**src/rtl/cmerge2_arb_sync_pkg.sv**
```systemverilog
// Shared definitions for the token-merge fabric: FSM encoding and port indices.
// Latency: n/a (types and constants only).
// Backpressure: n/a.
package cmerge2_arb_sync_pkg;

   typedef enum logic {
      IDLE = 1'b0,
      BUSY = 1'b1
   } state_t;

   localparam int PORT0 = 0;
   localparam int PORT1 = 1;

   // One-hot select for a single port index.
   function automatic logic [1:0] port_onehot(input logic idx);
      return idx ? 2'b10 : 2'b01;
   endfunction

endpackage

```
**src/rtl/cmerge2_arb_sync_rr_arb2.sv**
```systemverilog
// Two-requester arbiter, round-robin or fixed priority (port 0 wins).
// Latency: grant is combinational from req; preference updates one edge after advance.
// Backpressure: none; the caller samples grant only when it is ready to issue.
module rr_arb2
   import cmerge2_arb_sync_pkg::*;
#(
   parameter bit RR_EN = 1'b1
) (
   input  logic       clk,
   input  logic       rst,
   input  logic [1:0] req,
   input  logic       advance,
   input  logic       done_port,
   output logic [1:0] grant
);

   // Set means port 1 is preferred when both ports request.
   logic prefer1;

   // Preference flips away from whichever port just completed.
   always_ff @(posedge clk) begin
      if (rst) begin
         prefer1 <= 1'b0;
      end else if (advance) begin
         prefer1 <= ~done_port;
      end
   end

   // Contention resolves by preference only in round-robin mode.
   always_comb begin
      grant = 2'b00;
      if (req[PORT0] && req[PORT1]) begin
         grant = port_onehot(RR_EN && prefer1);
      end else if (req[PORT0]) begin
         grant = port_onehot(1'b0);
      end else if (req[PORT1]) begin
         grant = port_onehot(1'b1);
      end
   end

endmodule

```
**src/rtl/cmerge2_arb_sync.sv**
```systemverilog
// 2-to-1 drive/free token merge with arbitration and free routing back to the winner.
// Latency: drive->driveNext 2 cycles; freeNext->free 1 cycle; one token in flight.
// Backpressure: tokens wait as pending flags; a repeat drive on a pending port is an error.
module cmerge2_arb_sync
   import cmerge2_arb_sync_pkg::*;
#(
   parameter bit RR_EN = 1'b1,
   parameter int CNT_W = 16
) (
   input  logic             clk,
   input  logic             rst,
   input  logic             i_drive0,
   output logic             o_free0,
   input  logic             i_drive1,
   output logic             o_free1,
   output logic             o_driveNext,
   input  logic             i_freeNext,
   output logic [1:0]       o_select,
   output logic [CNT_W-1:0] o_count,
   output logic             o_err
);

   state_t     state;
   state_t     state_nxt;
   logic [1:0] pending;
   logic [1:0] drive;
   logic [1:0] grant;
   logic [1:0] clear;
   logic       done;
   logic       err_hit;
   logic       drive_next_nxt;
   logic [1:0] select_nxt;
   logic [1:0] free_nxt;

   assign drive   = {i_drive1, i_drive0};
   assign done    = (state == BUSY) && i_freeNext;
   // The granted port's flag drops on completion, but a same-edge drive re-sets it.
   assign clear   = done ? o_select : 2'b00;
   assign err_hit = (|(drive & pending & ~clear)) || (i_freeNext && (state == IDLE));

   rr_arb2 #(
      .RR_EN (RR_EN)
   ) u_arb (
      .clk       (clk),
      .rst       (rst),
      .req       (pending),
      .advance   (done),
      .done_port (o_select[PORT1]),
      .grant     (grant)
   );

   // State register.
   always_ff @(posedge clk) begin
      if (rst) begin
         state <= IDLE;
      end else begin
         state <= state_nxt;
      end
   end

   // Next state: leave IDLE on any pending token, return on the downstream free.
   always_comb begin
      state_nxt = state;
      case (state)
         IDLE:    if (|pending) state_nxt = BUSY;
         BUSY:    if (i_freeNext) state_nxt = IDLE;
         default: state_nxt = IDLE;
      endcase
   end

   // Output decode: values presented in the cycle after this edge.
   always_comb begin
      drive_next_nxt = 1'b0;
      select_nxt     = o_select;
      free_nxt       = 2'b00;
      case (state)
         IDLE: begin
            select_nxt = 2'b00;
            if (|pending) begin
               drive_next_nxt = 1'b1;
               select_nxt     = grant;
            end
         end
         BUSY: begin
            if (i_freeNext) begin
               free_nxt   = o_select;
               select_nxt = 2'b00;
            end
         end
         default: select_nxt = 2'b00;
      endcase
   end

   // Registered outputs, pending flags, completion counter and sticky error.
   always_ff @(posedge clk) begin
      if (rst) begin
         o_driveNext <= 1'b0;
         o_select    <= 2'b00;
         o_free0     <= 1'b0;
         o_free1     <= 1'b0;
         pending     <= 2'b00;
         o_count     <= '0;
         o_err       <= 1'b0;
      end else begin
         o_driveNext <= drive_next_nxt;
         o_select    <= select_nxt;
         o_free0     <= free_nxt[PORT0];
         o_free1     <= free_nxt[PORT1];
         pending     <= (pending & ~clear) | drive;
         if (done) begin
            o_count <= o_count + CNT_W'(1);
         end
         if (err_hit) begin
            o_err <= 1'b1;
         end
      end
   end

endmodule

```
**config.mk**
```make
export PLATFORM = sky130hd
export DESIGN_NAME = cmerge2_arb_sync
export DESIGN_NICKNAME = d
export VERILOG_FILES = /design/src/rtl/cmerge2_arb_sync_pkg.sv /design/src/rtl/cmerge2_arb_sync_rr_arb2.sv /design/src/rtl/cmerge2_arb_sync.sv
export SDC_FILE = /design/constraint.sdc
export NUM_CORES = 1
export LEC_CHECK = 0
export ABC_AREA = 0
export CORE_MARGIN = 2
export CORE_UTILIZATION = 48
export CTS_BUF_LIST = sky130_fd_sc_hd__clkbuf_16
export CTS_CLUSTER_SIZE = 10
export DETAILED_ROUTE_END_ITERATION = 12
export PLACE_DENSITY_LB_ADDON = 0.15
export SYNTH_ARGS = -nofsm -noshare
export SYNTH_HDL_FRONTEND = slang
export SYNTH_SLANG_ARGS = --single-unit
export TNS_END_PERCENT = 5
```
**constraint.sdc**
```tcl
create_clock -name clk -period 1.6 [get_ports clk]
set_input_delay 0.16 -clock clk [delete_from_list [all_inputs] [get_ports clk]]
set_output_delay 0.16 -clock clk [all_outputs]
set_load 0.02 [all_outputs]
```
==> flow_summary.ini, run 1 <==
[job]
max_cap_violations = 0

[sta]
tightest_slew_ns = 0.2914
fin_crit_sh_pct = 95.81
setup_viol = 0
fmax_mhz = 652.3
rsz0062_at_grt = no
period_minus_slack_ns = 1.533
hold_violations = 0
holdWs_ns = 0.5347
relSlewSlack_pct = 80.42
slew_viol_final = 0
skew_ns = 0.002157
setup_slack_ns = 0.06696

[synth]
ys_seq_area_share_pct = 44.83
syn-num-nets = 135
synthAdderAreaFrac_pct = 1.078
netlist.area_leader.share_pct = 44.83
synth_edf_count = 0
synth_top_family_by_area = simple AND/OR/NAND/NOR gates
yosys.area_share.simple_pct = 31.57
synth_top_area_cell = dfxtp_1
mappedNetlistArea_um2 = 1161
async_flop_share_pct = 0
syn_area_per_cell_um2 = 9.001
synth_top_flop_cell = dfxtp_1
synth_compound_area_share_pct = 7.328
yosys-top-cells-area = dfxtp_1 (45%), nor2_1 (7.4%), xnor2_1 (6.0%), a21oi_1 (3.4%), nor4_2 (3.2%)
yosys_warnings = 0
yosys-mux-area-fraction_pct = 1.940
yosys.cell_types.count = 34
postSynthCellCount = 129
synth_xor_area_share_pct = 8.297
synth-seq-cells = 26

[die]
fp.dieW_um = 53.19
die_area_um2 = 2829
pin_count = 27
rows = 17
initial_core_util_pct = 51.50
die_h_um = 53.19
coreArea_um2 = 2255

[power]
leakagePower_nw = 0.5810
internal-power_mw = 1.060
p_seq_share_pct = 51.3
p_sw_share_pct = 21.05
p_switching_uw = 282.5
combPwrFrac_pct = 9.1
p_per_area_nw_per_um2 = 854.1
ir_drop_uv = 698.6
finalPower_mw = 1.342
clockPowerShare_pct = 39.6

[clock_network]
numCtsBuffers = 3
clk_latency_ns = 0.25
h-tree-depth = 1
cts_hold_buffers = 0
max-clock-path-buffers = 2
clock_sinks = 26
path_clk_slew_ns = 0.06
cts_tree = built
root_buffer = clkbuf_16

[critical_path]
path_class = flip-flop to output port
worstPathRequired_ns = 1.44
r2r_cells = 4
worst_ep_arrival_time_ns = 1.37
cp-startpoint = o_count[6]
cp_max_fo = 4
start_kind = flip-flop
worstReg2RegStart = o_count[7]
r2r_end = o_count[15]
end_kind = output port
r2r_setup_slack_ns = 0.16

[worst_hold_path]
hold_depth = 3
holdCritStartpoint = i_drive1
worstHoldEndpoint = pending[1]
min_path_type = input port to flip-flop

[cells_and_area]
diodes = 0
n_fill_cell = 187
areaGrowthSynthToFinish_pct = 35.35
seq_area_um2 = 520.5
finalNonFillerCells = 188
finish.instance_area_um2 = 1572
multi_input_area_um2 = 583.1
nNetsFinal = 167
drive_gt1_share_pct = 13.13

[place]
dp_cells = 184
port_buffers = 26
post-place-ws_ns = -0.06238
hpwlAfterDp_um = 1684
place_congestion = 0.8117
dpl_cell_area_um2 = 1490

[global_routing]
grt-ovfl-total = 0
grt_pass1_vias = 931
grt_pass1_wl_um = 4050
grt_usage_pct = 19.96
antenna_found_initial = 0
grt_start_max_net_pins = 30

[route]
wl_um = 2433
wl_per_cell_um = 12.94
dr_total_vias = 964
drtIter0Drc = 17
post-route-drc-count = 0
dr.pass1.iters = 4
final_antenna_net_count = 0
vias_per_cell = 5.128

[outcome]
outcome = complete, no violations
[layer usage]
layer | vias to the layer above | part of all wire (%) | track usage [%]
li1 | 492 | - | -
met5 | - | 0 | 0
met1 | 438 | 46 | 26.53
met4 | 0 | 1.4 | 10.68
met3 | 4 | 5.0 | 4.237
met2 | 30 | 48 | 30.00
[through the flow]
stage	setup TNS (ns)	utilization [%]
5_1_grt	0	69.70
4_1_cts	0	69.59
3_5_place_dp	-0.06758	66.09
3_3_place_gp	-0.008236	66.09
2_1_floorplan	0	-
6_report	0	69.70
[critical path, cell delays in order (launching register included)]
cell and delay, ns:
dfxtp_1 0.37, buf_4 0.15, clkdlybuf4s50_1 0.60
[registers in the layout, summed over array words and instances, names as in the netlist]
name,count
o_count,16
o_driveNext,1
o_err,1
o_free0,1
o_free1,1
o_select,2
pending,2
state,1
u_arb.prefer1,1
[cell usage after synthesis, drive strengths merged (2+ instances only)]
cell type / number
a31oi: 2
nor3: 5
a31o: 2
dfxtp: 26
nor3b: 2
nand3: 6
nor2b: 2
nor4: 3
xor2: 3
buf: 6
and2: 2
a21oi: 8
mux2: 2
inv: 5
nor2: 25
nand2: 9
xnor2: 8
nand4: 6
[power groups by stage]
| stage | registers [mW] | clock network, mW | logic, mW |
|---|---|---|---|
| 5_1_grt | 0.690 | 0.581 | 0.134 |
| 3_3_place_gp | 0.700 | 0 | 0.118 |
| 2_1_floorplan | 0.708 | 0 | 0.0646 |
| 6_report | 0.688 | 0.532 | 0.122 |
| 3_5_place_dp | 0.702 | 0 | 0.120 |
| 4_1_cts | 0.688 | 0.543 | 0.123 |
[repair_timing]
action / 4_1_cts / 5_1_grt
buffers inserted: 0 / 0
resized for setup: 0 / 1
setup endpoints to repair: 0 / 1
[cells by family after synthesis]
| group | count (synthesis) |
|---|---|
| AND/OR/NAND/NOR | 63 |
| flip-flops | 26 |
| AO/OA/AOI/OAI | 14 |
| buffers and inverters | 12 |
| XOR/XNOR | 11 |
| multiplexers | 2 |
| adder cells (fa/ha/maj) | 1 |
[layout make-up]
type / count / share of cell area, %
Clock buffer: 3 / 4.777
Clock inverter: 1 / 0.2389
Inverter: 5 / 1.194
Multi-Input combinational cell: 91 / 37.10
Sequential cell: 26 / 33.12
Tap cell: 28 / 2.229
Timing Repair Buffer: 34 / 21.34
[layout by cell type (no fill, tap or decap), drive strengths merged]
cell type,netlist,layout
a31o,2,2
nand4,6,6
nor3,5,5
o211ai,1,1
xor2,3,3
nand3b,1,1
a21oi,8,8
nand2,9,9
dlymetal6s2s,0,1
buf,6,8
nor4,3,3
xnor2,8,8
nor2b,2,2
clkbuf,1,3
a21o,1,1
inv,5,5
and2,2,2
nor2,25,25
clkinv,0,1
and3,1,1
a31oi,2,2
nor3b,2,2
nand3,6,6
nand2b,1,1
clkdlybuf4s50,0,25
mux2,2,2
dfxtp,26,26
ha,1,1
[how the worst max path moves through the flow]
stage / end / slack, ns / depth (start not counted)
floorplan: o_count[14] / 0.07 / 5
global placement: o_count[15] / -0.008 / 5
detailed placement: o_count[15] / -0.06 / 5
CTS: o_count[5] / 0.04 / 2
global route: o_count[6] / 0.008 / 2
finish: o_count[6] / 0.07 / 2
(Power assumes the default switching activity.)
==> run 2: changes to the inputs <==
--- a/config.mk
+++ b/config.mk
@@ -9,6 +9,7 @@
 export CORE_MARGIN = 2
 export CORE_UTILIZATION = 48
 export CTS_BUF_LIST = sky130_fd_sc_hd__clkbuf_16
+export CTS_CLUSTER_DIAMETER = 60
 export CTS_CLUSTER_SIZE = 10
 export DETAILED_ROUTE_END_ITERATION = 12
 export PLACE_DENSITY_LB_ADDON = 0.15
==> results of run 2 <==
No change in the layout: final DEF, timing and power equal those of run 1.
==> run 3: changes to the inputs <==
--- a/config.mk
+++ b/config.mk
@@ -5,13 +5,14 @@
 export SDC_FILE = /design/constraint.sdc
 export NUM_CORES = 1
 export LEC_CHECK = 0
-export ABC_AREA = 0
+export ABC_AREA = 1
 export CORE_MARGIN = 2
-export CORE_UTILIZATION = 48
+export CORE_UTILIZATION = 55
 export CTS_BUF_LIST = sky130_fd_sc_hd__clkbuf_16
 export CTS_CLUSTER_DIAMETER = 60
 export CTS_CLUSTER_SIZE = 10
 export DETAILED_ROUTE_END_ITERATION = 12
+export DONT_BUFFER_PORTS = 1
 export PLACE_DENSITY_LB_ADDON = 0.15
 export SYNTH_ARGS = -nofsm -noshare
 export SYNTH_HDL_FRONTEND = slang
==> flow_summary.ini, run 3 <==
[cells_and_area]
n_fill_cell = 181
areaGrowthSynthToFinish_pct = 13.03
largest_reg_flops = 16
multi_input_area_um2 = 540.5
seq_area_um2 = 520.5
nNetsFinal = 185
diodes = 0
regMostFlops = o_count
drive_gt1_share_pct = 11.80
reg_top3 = o_count (16), o_select (2), pending (2)
finalNonFillerCells = 205
utilization_pct = 66.69
layout_common_cells = nor2_1 (32), nand2_1 (28), dfxtp_1 (26)
final_common_cell = nor2_1
finish.instance_area_um2 = 1335

[route]
wl_um = 2353
wl_met3_um = 150
drtIter0Drc = 27
final_antenna_net_count = 0
dr_total_vias = 1050
dr.pass1.iters = 4
routed-wl-met2_um = 1089
wl_per_cell_um = 11.48
routed.top_layer = met4
wl_met1_um = 1074
post-route-drc-count = 0
vias_per_cell = 5.122

[clock_network]
cts_resized = 0
clock_sinks = 26
postCtsSetupBuffers = 0
numCtsBuffers = 3
cts_tree = built
clk_latency_ns = 0.26
root_buffer = clkbuf_16
max-clock-path-buffers = 2
cts_hold_buffers = 1
h-tree-depth = 1
path_clk_slew_ns = 0.06

[place]
place_congestion = 0.8034
dpl_cell_area_um2 = 1246
port_buffers = 0
dp_cells = 200
hpwlAfterDp_um = 1775

[synth]
netlist.area_leader.share_pct = 44.07
synth_commonest_cells = nor2_1 (32), nand2_1 (28), dfxtp_1 (26)
mappedNetlistArea_um2 = 1181
yosys.cell_types.count = 22
yosys-top-cells-area = dfxtp_1 (44%), nor2_1 (10%), nand2_1 (8.9%), inv_1 (7.3%), nand3_1 (7.2%)
synth_top_flop_cell = dfxtp_1
yosys.cell_count.top_type = nor2_1
synth-seq-cells = 26
yosys_warnings = 0
async_flop_share_pct = 0
syn-num-nets = 175
syn_area_per_cell_um2 = 6.989
postSynthCellCount = 169
synth_edf_count = 0
ys_seq_area_share_pct = 44.07
synth_top_area_cell = dfxtp_1

[global_routing]
grt_usage_pct = 21.45
grt-ovfl-total = 0
grt_pass1_wl_um = 4167
grt_pass1_vias = 1048
antenna_found_initial = 0
grt_start_max_net_pins = 21

[power]
combPwrFrac_pct = 6.3
finalPower_mw = 1.334
p_per_area_nw_per_um2 = 999.1
clockPowerShare_pct = 41.0
internal-power_mw = 1.035
p_seq_share_pct = 52.7
p_switching_uw = 299.0
p_sw_share_pct = 22.42
leakagePower_nw = 0.5516
ir_drop_uv = 616.2

[critical_path]
worstPathRequired_ns = 1.75
end_kind = flip-flop
cp_max_fo = 5
worst_ep_arrival_time_ns = 1.54
start_kind = flip-flop
path_class = flip-flop to flip-flop

[sta]
finalSetupTns_ns = 0
setup_viol = 0
fin_crit_sh_pct = 87.06
slew_viol_final = 0
tightest_slew_ns = 0.5315
hold_violations = 0
skew_ns = 0.003379
fmax_mhz = 717.9
rsz0062_at_grt = no
relSlewSlack_pct = 64.53
period_minus_slack_ns = 1.393

[die]
pin_count = 27
fp.dieW_um = 50.34
initial_core_util_pct = 59.00
die_h_um = 50.34
coreArea_um2 = 2002
die_area_um2 = 2534
rows = 16

[outcome]
outcome = complete, no violations

[job]
max_cap_violations = 0

[worst_hold_path]
min_path_type = input port to flip-flop
run 3: logic make-up (layout without fill, tap and decap cells):
| group | after synthesis | count (layout) | synth area share [%] |
|---|---|---|---|
| flops | 26 | 26 | 44.07 |
| buf+inv | 28 | 37 | 10.17 |
| fa+ha+maj | 1 | 1 | 1.059 |
| simple gates | 92 | 92 | 35.06 |
| compound gates | 22 | 22 | 9.639 |
run 3: power groups by stage:
stage	logic (mW)	registers (mW)	clock network (mW)
global route	0.0958	0.706	0.582
global placement	0.0772	0.716	0
finish	0.0845	0.703	0.547
floorplan	0.0636	0.717	0
detailed placement	0.0787	0.717	0
CTS	0.0849	0.703	0.556
run 3: worst paths after layout:
path / from / endpoint / slack, ns / cells after the start
hold / removal: i_drive1 / pending[1] / 0.03 / 2
setup reg to reg: o_count[0] / o_count[4] / 0.21 / 6
hold reg to reg: o_count[5] / o_count[5] / 0.50 / 1
setup / recovery: o_count[0] / o_count[4] / 0.21 / 6
run 3: area by class of cell:
type / count / share of cell area, %
Multi-Input combinational cell: 115 / 40.49
Clock buffer: 3 / 5.623
Tap cell: 27 / 2.530
Timing Repair Buffer: 9 / 5.248
Clock inverter: 1 / 0.2812
Sequential cell: 26 / 38.99
Inverter: 24 / 6.842
run 3: layer usage:
| metal | GRT usage, % | vias to the layer above |
|---|---|---|
| li1 | - | 551 |
| met1 | 24.39 | 467 |
| met2 | 37.94 | 27 |
| met3 | 5.655 | 5 |
| met4 | 8.559 | 0 |
| met5 | 0 | - |
run 3: stage by stage:
stage          hold WS [ns]  setup slack (ns)
5_1_grt             0.05187           0.05153
3_3_place_gp         0.2346            0.3184
2_1_floorplan        0.2774            0.2229
6_report            0.02857            0.2070
4_1_cts             0.03604            0.2333
3_5_place_dp         0.2350            0.2659
run 3: worst max-delay path, cell delays in order, from the launching register on:
cell and delay (ns):
dfxtp_1 0.44, ha_1 0.22, inv_1 0.06, nor3_1 0.25, nand2_1 0.10, o21ai_0 0.16, a21oi_1 0.06
